--- src/rtl/fifo_burst_reader.sv ---
// Drains the shared FIFO in one burst once it reports full, stopping on empty or the burst cap.
// Latency: rdreq to dout_valid is 2 cycles. No downstream backpressure; rdreq is gated by rdempty, so the FIFO never underflows.
module fifo_burst_reader #(
    parameter int DATA_W    = 8,
    parameter int MAX_BURST = 0,
    parameter int CNT_W     = 16
) (
    input  logic              clk,
    input  logic              rst,
    input  logic              rdfull,
    input  logic              rdempty,
    input  logic [DATA_W-1:0] rd_q,
    output logic              rdreq,
    output logic [DATA_W-1:0] dout,
    output logic              dout_valid,
    output logic              burst_done,
    output logic [CNT_W-1:0]  burst_len,
    output logic              seq_err
);

    typedef enum logic [1:0] {
        S_IDLE   = 2'd0,
        S_READ   = 2'd1,
        S_FLUSH1 = 2'd2,
        S_FLUSH2 = 2'd3
    } state_t;

    localparam logic [CNT_W-1:0] CAP = CNT_W'(MAX_BURST);

    state_t              r_state;
    state_t              w_state_nxt;
    logic [CNT_W-1:0]    r_count;
    logic                r_rd_pend;
    logic                r_first;
    logic [DATA_W-1:0]   r_dout;
    logic [DATA_W-1:0]   r_expect;
    logic                r_dout_valid;
    logic                r_burst_done;
    logic [CNT_W-1:0]    r_burst_len;
    logic                r_seq_err;
    logic                w_cap_hit;
    logic                w_rdreq;
    logic [DATA_W-1:0]   w_expect_nxt;

    assign w_cap_hit    = (MAX_BURST != 0) && (r_count == CAP);
    assign w_expect_nxt = rd_q + 1'b1;

    always_comb begin
        w_state_nxt = r_state;
        w_rdreq     = 1'b0;
        case (r_state)
            S_IDLE: begin
                // Full and empty together is treated as empty: nothing to drain.
                if (rdfull && !rdempty) begin
                    w_state_nxt = S_READ;
                end
            end
            S_READ: begin
                if (rdempty || w_cap_hit) begin
                    w_state_nxt = S_FLUSH1;
                end else begin
                    w_rdreq = !rst;
                end
            end
            S_FLUSH1: w_state_nxt = S_FLUSH2;
            S_FLUSH2: w_state_nxt = S_IDLE;
            default:  w_state_nxt = S_IDLE;
        endcase
    end

    always_ff @(posedge clk) begin
        if (rst) begin
            r_state      <= S_IDLE;
            r_count      <= '0;
            r_rd_pend    <= 1'b0;
            r_first      <= 1'b1;
            r_dout       <= '0;
            r_expect     <= '0;
            r_dout_valid <= 1'b0;
            r_burst_done <= 1'b0;
            r_burst_len  <= '0;
            r_seq_err    <= 1'b0;
        end else begin
            r_state      <= w_state_nxt;
            r_rd_pend    <= w_rdreq;
            r_dout_valid <= r_rd_pend;
            r_burst_done <= (r_state == S_FLUSH1);
            if (r_state == S_IDLE) begin
                r_count <= '0;
            end else if (w_rdreq && (r_count != '1)) begin
                r_count <= r_count + 1'b1;
            end
            if (r_state == S_FLUSH1) begin
                r_burst_len <= r_count;
            end
            // Continuity is judged as the word is captured so seq_err lines up with its dout_valid.
            if (r_rd_pend) begin
                r_dout   <= rd_q;
                r_expect <= w_expect_nxt;
                r_first  <= 1'b0;
                if (!r_first && (rd_q != r_expect)) begin
                    r_seq_err <= 1'b1;
                end
            end
        end
    end

    assign rdreq      = w_rdreq;
    assign dout       = r_dout;
    assign dout_valid = r_dout_valid;
    assign burst_done = r_burst_done;
    assign burst_len  = r_burst_len;
    assign seq_err    = r_seq_err;

endmodule

--- config.mk ---
export PLATFORM = sky130hd
export DESIGN_NAME = fifo_burst_reader
export DESIGN_NICKNAME = d
export VERILOG_FILES = /design/src/rtl/fifo_burst_reader.sv
export SDC_FILE = /design/constraint.sdc
export NUM_CORES = 1
export LEC_CHECK = 0
export CAP_MARGIN = 20
export CORE_ASPECT_RATIO = 2
export CORE_MARGIN = 1.5
export CORE_UTILIZATION = 35
export DETAILED_ROUTE_END_ITERATION = 8
export GPL_TIMING_DRIVEN = 0
export PLACE_DENSITY_LB_ADDON = 0.15
export SLEW_MARGIN = 20
export SYNTH_ARGS = -nofsm -noshare
export SYNTH_HDL_FRONTEND = slang
export SYNTH_SLANG_ARGS = --single-unit
--- constraint.sdc ---
create_clock -name clk -period 3.1 [get_ports clk]
set_input_delay 0.775 -clock clk [delete_from_list [all_inputs] [get_ports clk]]
set_output_delay 0.775 -clock clk [all_outputs]
set_load 0.05 [all_outputs]
* Yosys cells after proc, flatten, opt, wreduce, memory -nomap -nowiden
Cells that the tools add are included.
** Word-level totals
- Logic and storage cells :: 34
- Output and inout port bits :: 28
- Register bits :: 55
- Input port bits :: 12
** Cells by class
- Add/subtract/negate cells :: 2
- Reduce and logical (&&, ||, !) cells :: 10
- Equality and inequality tests :: 7
- Mux-type cells :: 5
** Operators with widths (count)
- $add 16x1->16 const B :: 1
- $ne 16x16->1 const B :: 1
- $add 8x1->8 const B :: 1
- $ne 8x8->1 :: 1
- $pmux 2 s4 :: 1
- $eq 2x2->1 const B :: 2
- $mux 2 :: 2
- $ne 2x2->1 const B :: 2
- $reduce_and 2->1 :: 2
- $logic_and 1x1->1 :: 3
- $logic_not 1->1 :: 3
- $eq 2x1->1 const B :: 1
- $logic_not 2->1 :: 1
- $mux 1 :: 2
- $reduce_or 2->1 :: 1

* Logic depth before layout (Yosys ltp)
- Depth after elaboration :: 4
- Mapped depth :: 7
- Depth with buffers taken out :: 7

* Worst setup path after synthesis
No wires, ideal clock.
- Path kind :: in2out
- Start point :: input rdempty
- End point :: output rdreq
- Slack :: 780 ps
- Required time :: 2325 ps
- Path buffers :: 0
- Data arrival time :: 1545 ps
- Stages :: 2
- Path through :: or3b_4 inv_1
** On the way
- Longest elaborated chain between the ends :: 2
** Ends and longest elaborated chain
- start, declared :: RTL line 11 : input logic rdempty,
- $mux 1 :: RTL line 59 : if (rdempty || w_cap_hit) begin
- $mux 1 :: RTL line 51 : case (r_state)
- end, declared :: RTL line 13 : output logic rdreq,
No other way between the ends.

* Final worst setup path
- Start point :: input rst
- End point :: output rdreq
** On the way
- Longest elaborated chain between the ends :: 3
** Ends and longest elaborated chain
- start, declared :: RTL line 9 : input logic rst,
- $logic_not 1->1 :: RTL line 62 : w_rdreq = !rst;
- $mux 1 :: RTL line 59
- $mux 1 :: RTL line 51
No other way between the ends.

==> flow_summary.yaml <==
status:
  status: "completed"
cts:
  clk_pin_slew_worst_paths_ns: 0.07
  insertion_delay_ns: 0.30
  cts_buffers: 5
  numClockSinks: 55
  cts_tree: "done"
  h-tree-depth: 2
  cts.path.max_buffers: 2
  cts_hold_buffers: 0
  cts_root_buf: "clkbuf_16"
drt:
  first_pass_iters: 4
  wl_met2_um: 3410
  drt_iter0_drc: 62
  wl_per_cell_um: 14.6
  met3_length_um: 185
  via_count: 2033
  drt-met1-wl_um: 2050
  highest_layer: "met4"
  drtAntennaViolNets: 0
  viasPerCell: 5.15
  routed_wl_um: 5770
  drc: 0
layout:
  fillers: 696
  antenna_cells: 0
  nNetsFinal: 323
  final_area_sq_um: 3100
  area_growth_pct: 27.8
  fin_cells: 395
  drive_above_1_share_pct: 5.86
  fin_util_pct: 46.5
placed_design:
  dp_cells: 387
  place_ws_ns: -0.429
  portBuffers: 38
  placement.cell_area_sq_um: 2920
  dp_hpwl_um: 4460
  routabilityCongestion: 0.828
global_route:
  antenna_found_initial: 0
  grt_first_pass_wirelength_um: 9200
  grt_max_degree: 17
  gr-total-overflow: 0
  grt_pass1_vias: 1981
  grt_usage_pct: 16.6
sta:
  whs_ns: 0.451
  rsz0062_at_grt: "false"
  fin_crit_ns: 2.99
  max-slew-margin-rel_pct: 53.9
  slew_violations: 0
  fin_crit_sh_pct: 96.5
  fin_skew_ns: 0.00872
  tightestPinTransition_ns: 0.691
  setup_viol: 0
  max_freq_mhz: 334
  hold_viol_final: 0
  worst_slack_ns: 0.108
floorplanning:
  initial_core_util_pct: 36.4
  dieArea_sq_um: 7470
  die_x_um: 61.9
  core_area_sq_um: 6670
  rows: 42
  fp.dieH_um: 121
  io-pin-count: 40
worst_setup_path:
  cp.arrival_ns: 2.22
  path_class: "in -> out"
  ff2ff_path_depth: 6
  timing.rr.start: "r_count[0]$_SDFFE_PP0P_"
  crit_path_start_kind: "input port"
  required_ns: 2.32
  r2r_setup_slack_ns: 0.96
  startpoint: "rst"
  critPathMaxFanout: 7
  r2r-end: "r_count[9]$_SDFFE_PP0P_"
  end_kind: "output pin"
min_path:
  hp-class: "reg -> reg"
  hp-start: "r_first$_SDFFE_PP1P_"
  hold_depth: 1
  holdPathEnd: "seq_err$_SDFFE_PP0P_"
yosys:
  synth-main-ff-cell: "dfxtp_1"
  synth_cells: 261
  synth_top_area_share_pct: 45.4
  synth_edf_count: 0
  ys_ff_latch: 55
  yosysWarnings: 0
  seq_area_frac_synth_pct: 45.4
  synth_top_area_cell: "dfxtp_1"
  ys_async_sr_fraction_pct: 0
  syn_area_per_cell_sq_um: 9.30
  syn-num-nets: 278
  synth_area_leaders: "dfxtp_1 45%, mux2i_1 11%, nor2_1 6.5%"
  ys_types: 41
  synth_area_sq_um: 2430
pwr:
  leakage_nw: 1.06
  irDropWorstVdd_uv: 342
  powerDensity_nw_per_um2: 595
flow_run:
  cap_viol_max_count: 0
-- layout make-up --
| type | instances | area (sq um) | share of cell area (%) |
|---|---|---|---|
| buffer | 14 | 57.6 | 1.86 |
| clock buffer | 6 | 129 | 4.16 |
| clock inverter | 2 | 60.1 | 1.94 |
| inverter | 6 | 22.5 | 0.726 |
| multi-input combinational | 186 | 1240 | 40.2 |
| sequential | 55 | 1100 | 35.5 |
| tap | 88 | 110 | 3.55 |
| timing repair buffer | 38 | 375 | 12.1 |
-- metal layers --
layer  up-vias  GRT usage, %
met4         0          8.38
li1       1018             -
met2        43          31.5
met5         -             0
met3         8          2.99
met1       964          15.3
-- worst max-delay path, cell delays in order --
cell and delay (ns):
clkdlybuf4s50_1 0.53, or3b_4 0.45, inv_1 0.16, buf_2 0.30
-- timing repair --
action                                 4_1_cts  5_1_grt
setup endpoints to repair                    1        1
pin swaps                                    0        0
resized for setup                            3        2
endpoints found under the hold margin        0        0
setup buffers                                0        0
-- stage by stage --
| stage | setup TNS [ns] | total power [mW] |
|---|---|---|
| 2_1_floorplan | 0 | 1.05 |
| 3_5_place_dp | -0.429 | 1.16 |
| 3_3_place_gp | -0.434 | 1.16 |
| 4_1_cts | 0 | 1.88 |
| 6_report | 0 | 1.85 |
| 5_1_grt | 0 | 1.93 |
-- power breakdown --
part	leakage (nW)	internal, mW	switching, mW
combinational	0.525	0.146	0.221
sequential	0.444	0.744	0.0224
clock	0.0911	0.463	0.249
total	1.06	1.35	0.493
-- cells in the mapped netlist (2+ instances only) --
cell and number:
a21oi_1 11, xor2_1 5, nor2_1 42, nand2b_1 2
mux2i_1 27, nand4_1 9, ha_1 5, dfxtp_1 55
clkbuf_1 8, o31ai_1 3, and4_1 4, and3_1 3
nor3_1 4, or3_1 9, nand2_1 9, xnor2_1 9
a211oi_1 7, buf_1 2, o21ai_0 8, inv_1 6
o41ai_1 2, nand3_1 8, nor2b_1 2, buf_2 4
-- worst max-delay path by stage --
stage / end / slack [ns] / cells after the start
finish: rdreq / 0.11 / 4
global route: rdreq / 0.03 / 4
CTS: rdreq / 0.004 / 4
detailed placement: rdreq / -0.43 / 4
global placement: rdreq / -0.43 / 4
floorplan: rdreq / 0.78 / 2
-- flip-flops by register name (all words and copies together) (netlist names) --
register / count
r_state: 2
dout_valid: 1
burst_len: 16
dout: 8
seq_err: 1
r_first: 1
r_count: 16
r_rd_pend: 1
r_expect: 8
burst_done: 1
-- cell families (layout without fill, tap and decap cells) --
group / after synthesis / in the layout / synth area share, %
multiplexers: 27 / 27 / 11.1
buffers and inverters: 20 / 66 / 3.30
XOR/XNOR: 14 / 14 / 5.05
AND/OR/NAND/NOR: 99 / 99 / 21.1
flip-flops: 55 / 55 / 45.4
AO/OA/AOI/OAI: 41 / 41 / 11.4
adder cells (fa/ha/maj): 5 / 5 / 2.58
-- cells in the final DEF (no fill, tap or decap), types with 3 or more instances in the layout --
| master | synthesis | layout |
|---|---|---|
| dfxtp_1 | 55 | 55 |
| nor2_1 | 42 | 42 |
| clkdlybuf4s50_1 | 0 | 37 |
| mux2i_1 | 27 | 27 |
| a21oi_1 | 11 | 11 |
| clkbuf_1 | 8 | 9 |
| nand4_1 | 9 | 9 |
| nand2_1 | 9 | 9 |
| or3_1 | 9 | 9 |
| xnor2_1 | 9 | 9 |
| nand3_1 | 8 | 8 |
| o21ai_0 | 8 | 8 |
| a211oi_1 | 7 | 7 |
| inv_1 | 6 | 6 |
| buf_2 | 4 | 5 |
| xor2_1 | 5 | 5 |
| ha_1 | 5 | 5 |
| clkbuf_16 | 0 | 5 |
| nor3_1 | 4 | 4 |
| and4_1 | 4 | 4 |
| and3_1 | 3 | 3 |
| o31ai_1 | 3 | 3 |
No activity file was read; power rests on OpenSTA's default activity.
